### src/rtl/bin2bcd_seq_if.sv
`default_nettype none
// ============================================================================
// Module      : bin2bcd_seq_if
// Description : Handshake and result bundle for the sequential binary-to-BCD
//               converter.
//               master : drives start/bin_in, observes the result
//               slave  : the converter itself
//   start    - request a conversion (accepted only while ready=1)
//   bin_in   - unsigned value to convert, WIDTH_BIN bits
//   ready    - converter idle and able to accept start
//   done     - one-cycle pulse, result outputs updated
//   bcd_out  - DIGITS packed BCD digits, digit 0 in [3:0]
//   overflow - value did not fit in DIGITS decimal digits
//   digit_nz - leading-zero blanking mask, bit 0 always set
// Revision    : 1.0  initial release
// ============================================================================
interface bin2bcd_seq_if #(
    parameter int WIDTH_BIN = 20,
    parameter int DIGITS    = 6
);
    logic                   start;
    logic [WIDTH_BIN-1:0]   bin_in;
    logic                   ready;
    logic                   done;
    logic [4*DIGITS-1:0]    bcd_out;
    logic                   overflow;
    logic [DIGITS-1:0]      digit_nz;

    modport master (
        output start,
        output bin_in,
        input  ready,
        input  done,
        input  bcd_out,
        input  overflow,
        input  digit_nz
    );

    modport slave (
        input  start,
        input  bin_in,
        output ready,
        output done,
        output bcd_out,
        output overflow,
        output digit_nz
    );
endinterface
`default_nettype wire

### src/rtl/bin2bcd_seq.sv
`default_nettype none
// ============================================================================
// Module      : bin2bcd_seq
// Description : Sequential double-dabble binary-to-BCD converter. One
//               adjust-and-shift step per clock, WIDTH_BIN steps per value.
//               Flags values that exceed DIGITS decimal digits and produces a
//               leading-zero blanking mask for the digit renderer.
// Ports       : clk  - system clock, rising edge
//               rst  - synchronous active-high reset
//               bus  - bin2bcd_seq_if.slave (start/bin_in in; ready, done,
//                      bcd_out, overflow, digit_nz out; all outputs registered)
// Revision    : 1.0  initial release
// ============================================================================
module bin2bcd_seq #(
    parameter int WIDTH_BIN = 20,
    parameter int DIGITS    = 6
) (
    input  wire logic       clk,
    input  wire logic       rst,
    bin2bcd_seq_if.slave    bus
);

    localparam int BCD_W = 4 * DIGITS;
    localparam int CNT_W = $clog2(WIDTH_BIN + 1);
    localparam int TOT_W = BCD_W + WIDTH_BIN;

    typedef enum logic [0:0] {
        ST_IDLE  = 1'b0,
        ST_SHIFT = 1'b1
    } state_t;

    state_t                 state_q,     state_d;
    logic [CNT_W-1:0]       cnt_q,       cnt_d;
    logic [BCD_W-1:0]       bcd_acc_q,   bcd_acc_d;
    logic [WIDTH_BIN-1:0]   bin_acc_q,   bin_acc_d;
    logic                   ovf_acc_q,   ovf_acc_d;
    logic [BCD_W-1:0]       bcd_out_q,   bcd_out_d;
    logic                   overflow_q,  overflow_d;
    logic [DIGITS-1:0]      digit_nz_q,  digit_nz_d;
    logic                   done_q,      done_d;

    logic [BCD_W-1:0]       w_bcd_adj;
    logic [TOT_W-1:0]       w_shifted;
    logic [BCD_W-1:0]       w_final_bcd;
    logic [DIGITS-1:0]      w_nz;

    // Add-3 correction on each digit before the shift.
    generate
        for (genvar g = 0; g < DIGITS; g++) begin : g_adj
            assign w_bcd_adj[4*g +: 4] = (bcd_acc_q[4*g +: 4] >= 4'd5)
                                       ? bcd_acc_q[4*g +: 4] + 4'd3
                                       : bcd_acc_q[4*g +: 4];
        end
    endgenerate

    // Shift the whole {bcd, bin} register as one vector so WIDTH_BIN=1
    // needs no special-case slicing.
    assign w_shifted   = {w_bcd_adj[BCD_W-2:0], bin_acc_q, 1'b0};
    assign w_final_bcd = w_shifted[TOT_W-1 -: BCD_W];

    // Blanking mask: digit i is shown when it or any higher digit is
    // nonzero. Digit 0 is always shown so a zero value renders as "0".
    always_comb begin
        w_nz = '0;
        w_nz[DIGITS-1] = |w_final_bcd[BCD_W-1 -: 4];
        for (int i = DIGITS - 2; i >= 0; i--) begin
            w_nz[i] = (|w_final_bcd[4*i +: 4]) | w_nz[i+1];
        end
        w_nz[0] = 1'b1;
    end

    always_comb begin
        state_d    = state_q;
        cnt_d      = cnt_q;
        bcd_acc_d  = bcd_acc_q;
        bin_acc_d  = bin_acc_q;
        ovf_acc_d  = ovf_acc_q;
        bcd_out_d  = bcd_out_q;
        overflow_d = overflow_q;
        digit_nz_d = digit_nz_q;
        done_d     = 1'b0;

        case (state_q)
            ST_IDLE: begin
                if (bus.start) begin
                    bcd_acc_d = '0;
                    bin_acc_d = bus.bin_in;
                    cnt_d     = CNT_W'(WIDTH_BIN);
                    ovf_acc_d = 1'b0;
                    state_d   = ST_SHIFT;
                end
            end
            ST_SHIFT: begin
                {bcd_acc_d, bin_acc_d} = w_shifted;
                // A bit leaving the top digit is a decimal carry past
                // DIGITS digits, i.e. the value does not fit.
                ovf_acc_d = ovf_acc_q | w_bcd_adj[BCD_W-1];
                cnt_d     = cnt_q - CNT_W'(1);
                if (cnt_q == CNT_W'(1)) begin
                    bcd_out_d  = w_final_bcd;
                    overflow_d = ovf_acc_d;
                    digit_nz_d = w_nz;
                    done_d     = 1'b1;
                    state_d    = ST_IDLE;
                end
            end
            default: state_d = ST_IDLE;
        endcase
    end

    always_ff @(posedge clk) begin
        if (rst) begin
            state_q    <= ST_IDLE;
            cnt_q      <= '0;
            bcd_acc_q  <= '0;
            bin_acc_q  <= '0;
            ovf_acc_q  <= 1'b0;
            bcd_out_q  <= '0;
            overflow_q <= 1'b0;
            digit_nz_q <= DIGITS'(1);
            done_q     <= 1'b0;
        end else begin
            state_q    <= state_d;
            cnt_q      <= cnt_d;
            bcd_acc_q  <= bcd_acc_d;
            bin_acc_q  <= bin_acc_d;
            ovf_acc_q  <= ovf_acc_d;
            bcd_out_q  <= bcd_out_d;
            overflow_q <= overflow_d;
            digit_nz_q <= digit_nz_d;
            done_q     <= done_d;
        end
    end

    // ready decodes the state flop directly; the done cycle is already IDLE,
    // which is what lets a back-to-back start be accepted there.
    assign bus.ready    = (state_q == ST_IDLE);
    assign bus.done     = done_q;
    assign bus.bcd_out  = bcd_out_q;
    assign bus.overflow = overflow_q;
    assign bus.digit_nz = digit_nz_q;

endmodule
`default_nettype wire

### src/flat_wrapper.sv
// flat-port wrapper written by rule: the top's interface ports become plain ports
module bin2bcd_seq_flat 
#(
    parameter int WIDTH_BIN = 20,
    parameter int DIGITS    = 6
)
  (clk, rst, bus_start, bus_bin_in, bus_ready, bus_done, bus_bcd_out, bus_overflow, bus_digit_nz);
  bin2bcd_seq_if #(.WIDTH_BIN(WIDTH_BIN), .DIGITS(DIGITS)) bus_i ();
  input  wire logic clk;
  input  wire logic rst;
  input wire logic [$bits(bus_i.start)-1:0] bus_start;
  input wire logic [$bits(bus_i.bin_in)-1:0] bus_bin_in;
  output wire logic [$bits(bus_i.ready)-1:0] bus_ready;
  output wire logic [$bits(bus_i.done)-1:0] bus_done;
  output wire logic [$bits(bus_i.bcd_out)-1:0] bus_bcd_out;
  output wire logic [$bits(bus_i.overflow)-1:0] bus_overflow;
  output wire logic [$bits(bus_i.digit_nz)-1:0] bus_digit_nz;
  assign bus_i.start = bus_start;
  assign bus_i.bin_in = bus_bin_in;
  assign bus_ready = bus_i.ready;
  assign bus_done = bus_i.done;
  assign bus_bcd_out = bus_i.bcd_out;
  assign bus_overflow = bus_i.overflow;
  assign bus_digit_nz = bus_i.digit_nz;
  bin2bcd_seq #(.WIDTH_BIN(WIDTH_BIN), .DIGITS(DIGITS)) u_core (.clk(clk), .rst(rst), .bus(bus_i));
endmodule
### config.mk
export PLATFORM = sky130hd
export DESIGN_NAME = bin2bcd_seq_flat
export DESIGN_NICKNAME = d
export VERILOG_FILES = /design/src/rtl/bin2bcd_seq_if.sv /design/src/rtl/bin2bcd_seq.sv /design/src/flat_wrapper.sv
export SDC_FILE = /design/constraint.sdc
export NUM_CORES = 1
export LEC_CHECK = 0
export ABC_AREA = 0
export BUFFER_PORTS_ARGS = -buffer_cell sky130_fd_sc_hd__buf_2
export CAP_MARGIN = 20
export CORE_ASPECT_RATIO = 0.75
export CORE_MARGIN = 4
export CORE_UTILIZATION = 45
export DETAILED_ROUTE_END_ITERATION = 16
export PLACE_DENSITY = 0.71
export SLEW_MARGIN = 20
export SYNTH_ARGS = -nofsm -noshare
export SYNTH_HDL_FRONTEND = slang
export SYNTH_SLANG_ARGS = --single-unit
### constraint.sdc
create_clock -name clk -period 2.1 [get_ports clk]
set_clock_uncertainty 0.15 [all_clocks]
set_input_delay 0.42 -clock clk [delete_from_list [all_inputs] [get_ports clk]]
set_output_delay 0.42 -clock clk [all_outputs]
set_load 0.1 [all_outputs]
### Word-level counts from Yosys, hierarchy flattened

Cells that the tools add are included.
W data, S select, Z words.

| storage, ports and cells | value |
|---|---|
| bits in registers | 82 |
| latch bits | 0 |
| bits in writable memories | 0 |
| memory bits (read-only) | 0 |
| input port bits | 23 |
| logic and storage cells | 55 |
| memories kept | 0 |

| cells by class | value |
|---|---|
| $add $sub $neg | 7 |
| multipliers | 0 |
| divide/modulo/power cells | 0 |
| $lt $le $gt $ge | 6 |
| equal/unequal tests | 2 |
| shift-type cells | 0 |
| multiplexer cells | 18 |
| bitwise operators | 6 |
| reductions and logical operators | 7 |

Operators with widths:

| operator | count |
|---|---|
| $pmux W24 S2 | 1 |
| $pmux W20 S2 | 1 |
| $add A4 B2 Y4 const B | 6 |
| $ge A4 B3 Y1 const B | 6 |
| $mux W24 | 1 |
| $mux W4 | 6 |
| $mux W20 | 1 |
| $reduce_or A4 Y1 | 5 |
| $pmux W5 S2 | 1 |
| $eq A5 B1 Y1 const B | 1 |
| $mux W5 | 1 |
| $or A1 B1 Y1 | 5 |
| $sub A5 B1 Y5 const B | 1 |
| $mux W1 | 4 |
| $pmux W1 S2 | 2 |
| $ne A2 B2 Y1 const B | 1 |
| $reduce_and A2 Y1 | 1 |
| $reduce_or A2 Y1 | 1 |
| $not A1 Y1 | 1 |

### Longest topological paths before layout

| depth | value |
|---|---|
| depth after elaboration | 7 |
| depth in mapped cells | 8 |
| mapped depth without buffers | 8 |

### Worst setup path after synthesis

No wires, ideal clock.

| path | value |
|---|---|
| kind | register to register |
| start | register u_core.state_q |
| end | register u_core.cnt_q[1] |
| setup time | 128 ps |
| arrival | 1,839 ps |
| path slack | -16 ps |
| stages on the path, launching flop included | 7 |
| path through | dfxtp_1 -> buf_2 -> inv_1 -> clkbuf_1 -> nor2_1 -> a31oi_1 -> nor2_1 |

| on the way | value |
|---|---|
| longest elaborated chain between the ends | 2 |
| elaborated cells between the ends (all ways) | 3 |
| classes of those cells | eq/ne (1); mux (1); bitwise (1) |

Ends and longest elaborated chain:

| item | line | RTL |
|---|---|---|
| from (decl) | bin2bcd_seq.sv:32 | `state_t state_q, state_d;` |
| from (signal assigned) | bin2bcd_seq.sv:123 | `state_q <= state_d;` |
| $not A1 Y1 (*) | -- |  |
| via bus_ready | flat_wrapper.sv:13 | `output wire logic [$bits(bus_i.ready)-1:0] bus_ready;` |
| $pmux W5 S2 / $ne A2 B2 Y1 (equally long branches) | -- |  |
| to (signal assigned) | bin2bcd_seq.sv:124 | `cnt_q <= cnt_d;` |
| to (decl) | bin2bcd_seq.sv:33 | `logic [CNT_W-1:0] cnt_q, cnt_d;` |

Mark *: on every way through the listed nets, which the timed path passes. The rest lies on a longest branch.
A chain may end at the register's enable or synchronous reset.

### Worst setup path after layout

| path | value |
|---|---|
| start | register u_core.bcd_acc_q[20] |
| end | register u_core.digit_nz_q[1] (netlist: u_core.bus.digit_nz[1]) |

| on the way | value |
|---|---|
| longest elaborated chain between the ends | 7 |
| elaborated cells between the ends (all ways) | 8 |
| classes of those cells | add/sub (1); order compare (1); mux (1); bitwise (4); reduce/logical (1) |

Ends and longest elaborated chain:

| item | line | RTL |
|---|---|---|
| from (decl) | bin2bcd_seq.sv:34 | `logic [BCD_W-1:0] bcd_acc_q, bcd_acc_d;` |
| from (signal assigned) | bin2bcd_seq.sv:115 | `bcd_acc_q <= '0;` |
| from (signal assigned) | bin2bcd_seq.sv:125 | `bcd_acc_q <= bcd_acc_d;` |
| $add A4 B2 Y4 / $ge A4 B3 Y1 (equally long branches) | bin2bcd_seq.sv:51, bin2bcd_seq.sv:50 |  |
| $mux W4 (*) | bin2bcd_seq.sv:51 | `? bcd_acc_q[4*g +: 4] + 4'd3` |
| $reduce_or A4 Y1 (*) | bin2bcd_seq.sv:65 | `w_nz[DIGITS-1] = \|w_final_bcd[BCD_W-1 -: 4];` |
| $or A1 B1 Y1 (*) (4 in series) | bin2bcd_seq.sv:67 | `w_nz[i] = (\|w_final_bcd[4*i +: 4]) \| w_nz[i+1];` |
| to (signal assigned) | bin2bcd_seq.sv:130 | `digit_nz_q <= digit_nz_d;` |
| to (decl) | bin2bcd_seq.sv:39 | `logic [DIGITS-1:0] digit_nz_q, digit_nz_d;` |

Every way passes the cells marked *; elsewhere a longest branch is shown, timed or not.

==> run metrics <==
critical path data required time=~2.2 ns; syn_nets=approximately 530; Comb pwr share=about a tenth; vias=3407; layout cell share with drive strength beyond 1=a little under a fifth; Synth Cell Area=0.003879 mm^2; Clock Tree Root=clkbuf_16; final worst path period share=~95%; most frequent cell after synthesis=nor2_1; antenna diode count=0; DR WL/cell=approximately 13 um; Max Cap Viol=0; initial antenna violation count=0; fin cells=651; net switching fraction of the power=24.28%; share of Yosys cell area claimed by the top area cell type=a little over two fifths; initial drt markers=206; Tot GR Track Use=a little under a fifth; Vert. Die Dim=~88 um; leading area contributor after synthesis=dfxtp_1; clk slew on worst S/H paths=around 0.060 ns; Synth Flop Type=dfxtp_1; post-detail-place hpwl=between 6000 and 7000 um; top area cells in the synthesized netlist=dfxtp_1, nor2_1, a21oi_1; worst setup path class=flop to flop; number of synthesized register bits=82; Worst VDD drop=~0.43 mV; Clock Latency Late Sink=0.34 ns; Worst Tran Pin Value=roughly 0.5 ns; Hold Path Class=primary input to flop; CTS max path bufs=2; crit end category=flop; router iterations before antenna repair=5; RSZ-0062 raised after global routing=no; sequential power share=45.8%; post-synthesis sequential area ratio=between 40% and 50%; Num CTS Buffers=9; crit path DAT=~2.1 ns; antenna viol nets, final=0; Placer Congestion=0.8450; Post-Synthesis Cells=488; full die area=~0.010 mm^2; Post-Route WL=8772 um; core area=between 0.008 and 0.009 mm^2; status=completed; number of synthesized flops with an enable pin=0; unique cell type count in the Yosys netlist=39; I/O Buffers=54; Final nets=around 580; Leak=approximately 2.0 nW; Fin. Hold Viols=0; ys async rst share=0%; hold bufs inserted after CTS=0; Congestion Overflow GR=0; Net Switching=slightly below 0.0009 W; htree depth=3; Clock Sinks=a little over 80; setup TNS=0 ns; Setup-failing EPs final=0; first-pass GRT wire length=14860 um; clock network power share=44.0%; Initial Util=a little under half; CTS tree=built; I/O Pins=56; post-synthesis area per instance=7.948 um^2; Synth top cells by count=nor2_1, dfxtp_1, a21oi_1; Cell Rows=29; Placed Cells=approximately 630; DRC=0; Vias/cell=between 5 and 6; Final Max Slew Viols=0; pwr dens=just under 800 mW/mm^2; startpoint types=flop; area growth from synthesis to layout=19.77%; Max Freq=between 500 and 600 MHz; Int Power=between 0.002 and 0.003 W; largest net degree at the start of global routing=50; Warnings, synthesis=0; vias in the first global route=between 3000 and 4000; Worst slew margin=approximately 67%; Die X=115.2 um; post-layout min period=roughly 2.0 ns; Crit Path Max Fanout=6
==> routing by layer <==
layer | vias to the layer above | wire length, um | global-route usage [%]
li1 | 1758 | - | -
met5 | - | 0 | 0
met4 | 0 | 103 | 6.183
met3 | 11 | 392 | 4.580
met2 | 67 | 3984 | 29.52
met1 | 1571 | 4292 | 24.18
==> cell type report <==
type                    count  area, um^2
well taps                 108       135.1
inverters                  16       60.06
flip-flops and latches     82        1643
repair buffers             71       450.4
clock buffers              14       264.0
fillers                   798        3772
multi-input cells         358        2058
clock inverters             2       35.03
==> layout by cell type, fill, tap and decap left out, types with 2 or more instances in the layout <==
cell type  count
a211oi_1       9
and3_1         7
buf_12         4
mux2i_1       28
a21o_1         2
buf_4         14
a311oi_1       4
nand2b_1       7
buf_2         53
o21ai_1        2
dfxtp_1       81
and2_1         2
inv_1         16
a2bb2oi_1      4
clkbuf_1       3
clkbuf_16      9
ha_2           2
nor3b_1        6
nand3_1        6
nor2_1       103
nand2_1       41
a31oi_1        3
a21oi_1       62
o21ai_0        9
a21oi_2        4
ha_1          12
xnor2_1        6
clkbuf_8       2
a22oi_1        2
nor3_1        23
==> sequential cells by signal (all words and copies together) (netlist names) <==
name                 flops
u_core.bcd_acc_q        24
u_core.bus.bcd_out      24
u_core.bin_acc_q        20
u_core.bus.digit_nz      5
u_core.cnt_q             5
u_core.bus.done          1
u_core.bus.overflow      1
u_core.ovf_acc_q         1
u_core.state_q           1
==> worst max-delay path, cell delays in order (launching register included) <==
cell      delay, ns
dfxtp_1        0.31
buf_4          0.15
ha_1           0.19
nand2b_1       0.16
a21oi_2        0.22
mux2_4         0.35
nand4_2        0.11
nor3_2         0.06
a311oi_1       0.21
==> what timing repair did <==
action | 4_1_cts | 5_1_grt
buffers inserted | 0 | 1
gates resized for setup | 0 | 5
setup endpoints to repair | 0 | 3
==> power groups by stage <==
stage          clock network (W)  registers [W]  logic [W]
2_1_floorplan                  0        0.00172   0.000217
3_3_place_gp                   0        0.00167   0.000362
3_5_place_dp                   0        0.00167   0.000367
4_1_cts                  0.00161        0.00163   0.000369
5_1_grt                  0.00168        0.00164   0.000404
6_report                 0.00157        0.00164   0.000367
==> worst paths after layout <==
kind / startpoint / endpoint / slack (ns) / cells past startpoint
setup / recovery: u_core.bcd_acc_q[20]$_SDFFE_PP0P_ / u_core.bus.digit_nz[1]$_SDFFE_PP0P_ / 0.11 / 8
hold / removal: bus_bin_in[0] / u_core.bin_acc_q[0]$_SDFFE_PP0P_ / 0.25 / 3
hold reg to reg: u_core.bus.bcd_out[13]$_SDFFE_PP0P_ / u_core.bus.bcd_out[13]$_SDFFE_PP0P_ / 0.30 / 2
setup reg to reg: u_core.bcd_acc_q[20]$_SDFFE_PP0P_ / u_core.bus.digit_nz[1]$_SDFFE_PP0P_ / 0.11 / 8
==> metrics by stage <==
step	area, um^2	util [%]	power (W)	hold slack, ns	setup WS, ns
floorplan	3880	-	0.001936	0.2947	0.1761
global placement	4323	51.35	0.002029	0.2881	0.1619
detailed placement	4323	51.35	0.002036	0.2969	0.02929
CTS	4622	54.90	0.003611	0.2291	0.04332
global route	4646	55.19	0.003725	0.3127	0.001083
finish	4646	55.19	0.003573	0.2464	0.1095
==> cell families (layout without fill, tap and decap cells) <==
group                    count (synthesis)  after routing  synth area share (%)
multiplexers                            30             30                 7.871
AND/OR/NAND/NOR                        203            203                 23.00
AO/OA/AOI/OAI                          103            103                 15.52
flip-flops                              82             82                 42.32
buffers and inverters                   48            103                 5.097
adder cells (fa/ha/maj)                 14             14                 4.516
other                                    1              1               0.09668
XOR/XNOR                                 7              7                 1.581
(Power assumes the default switching activity.)
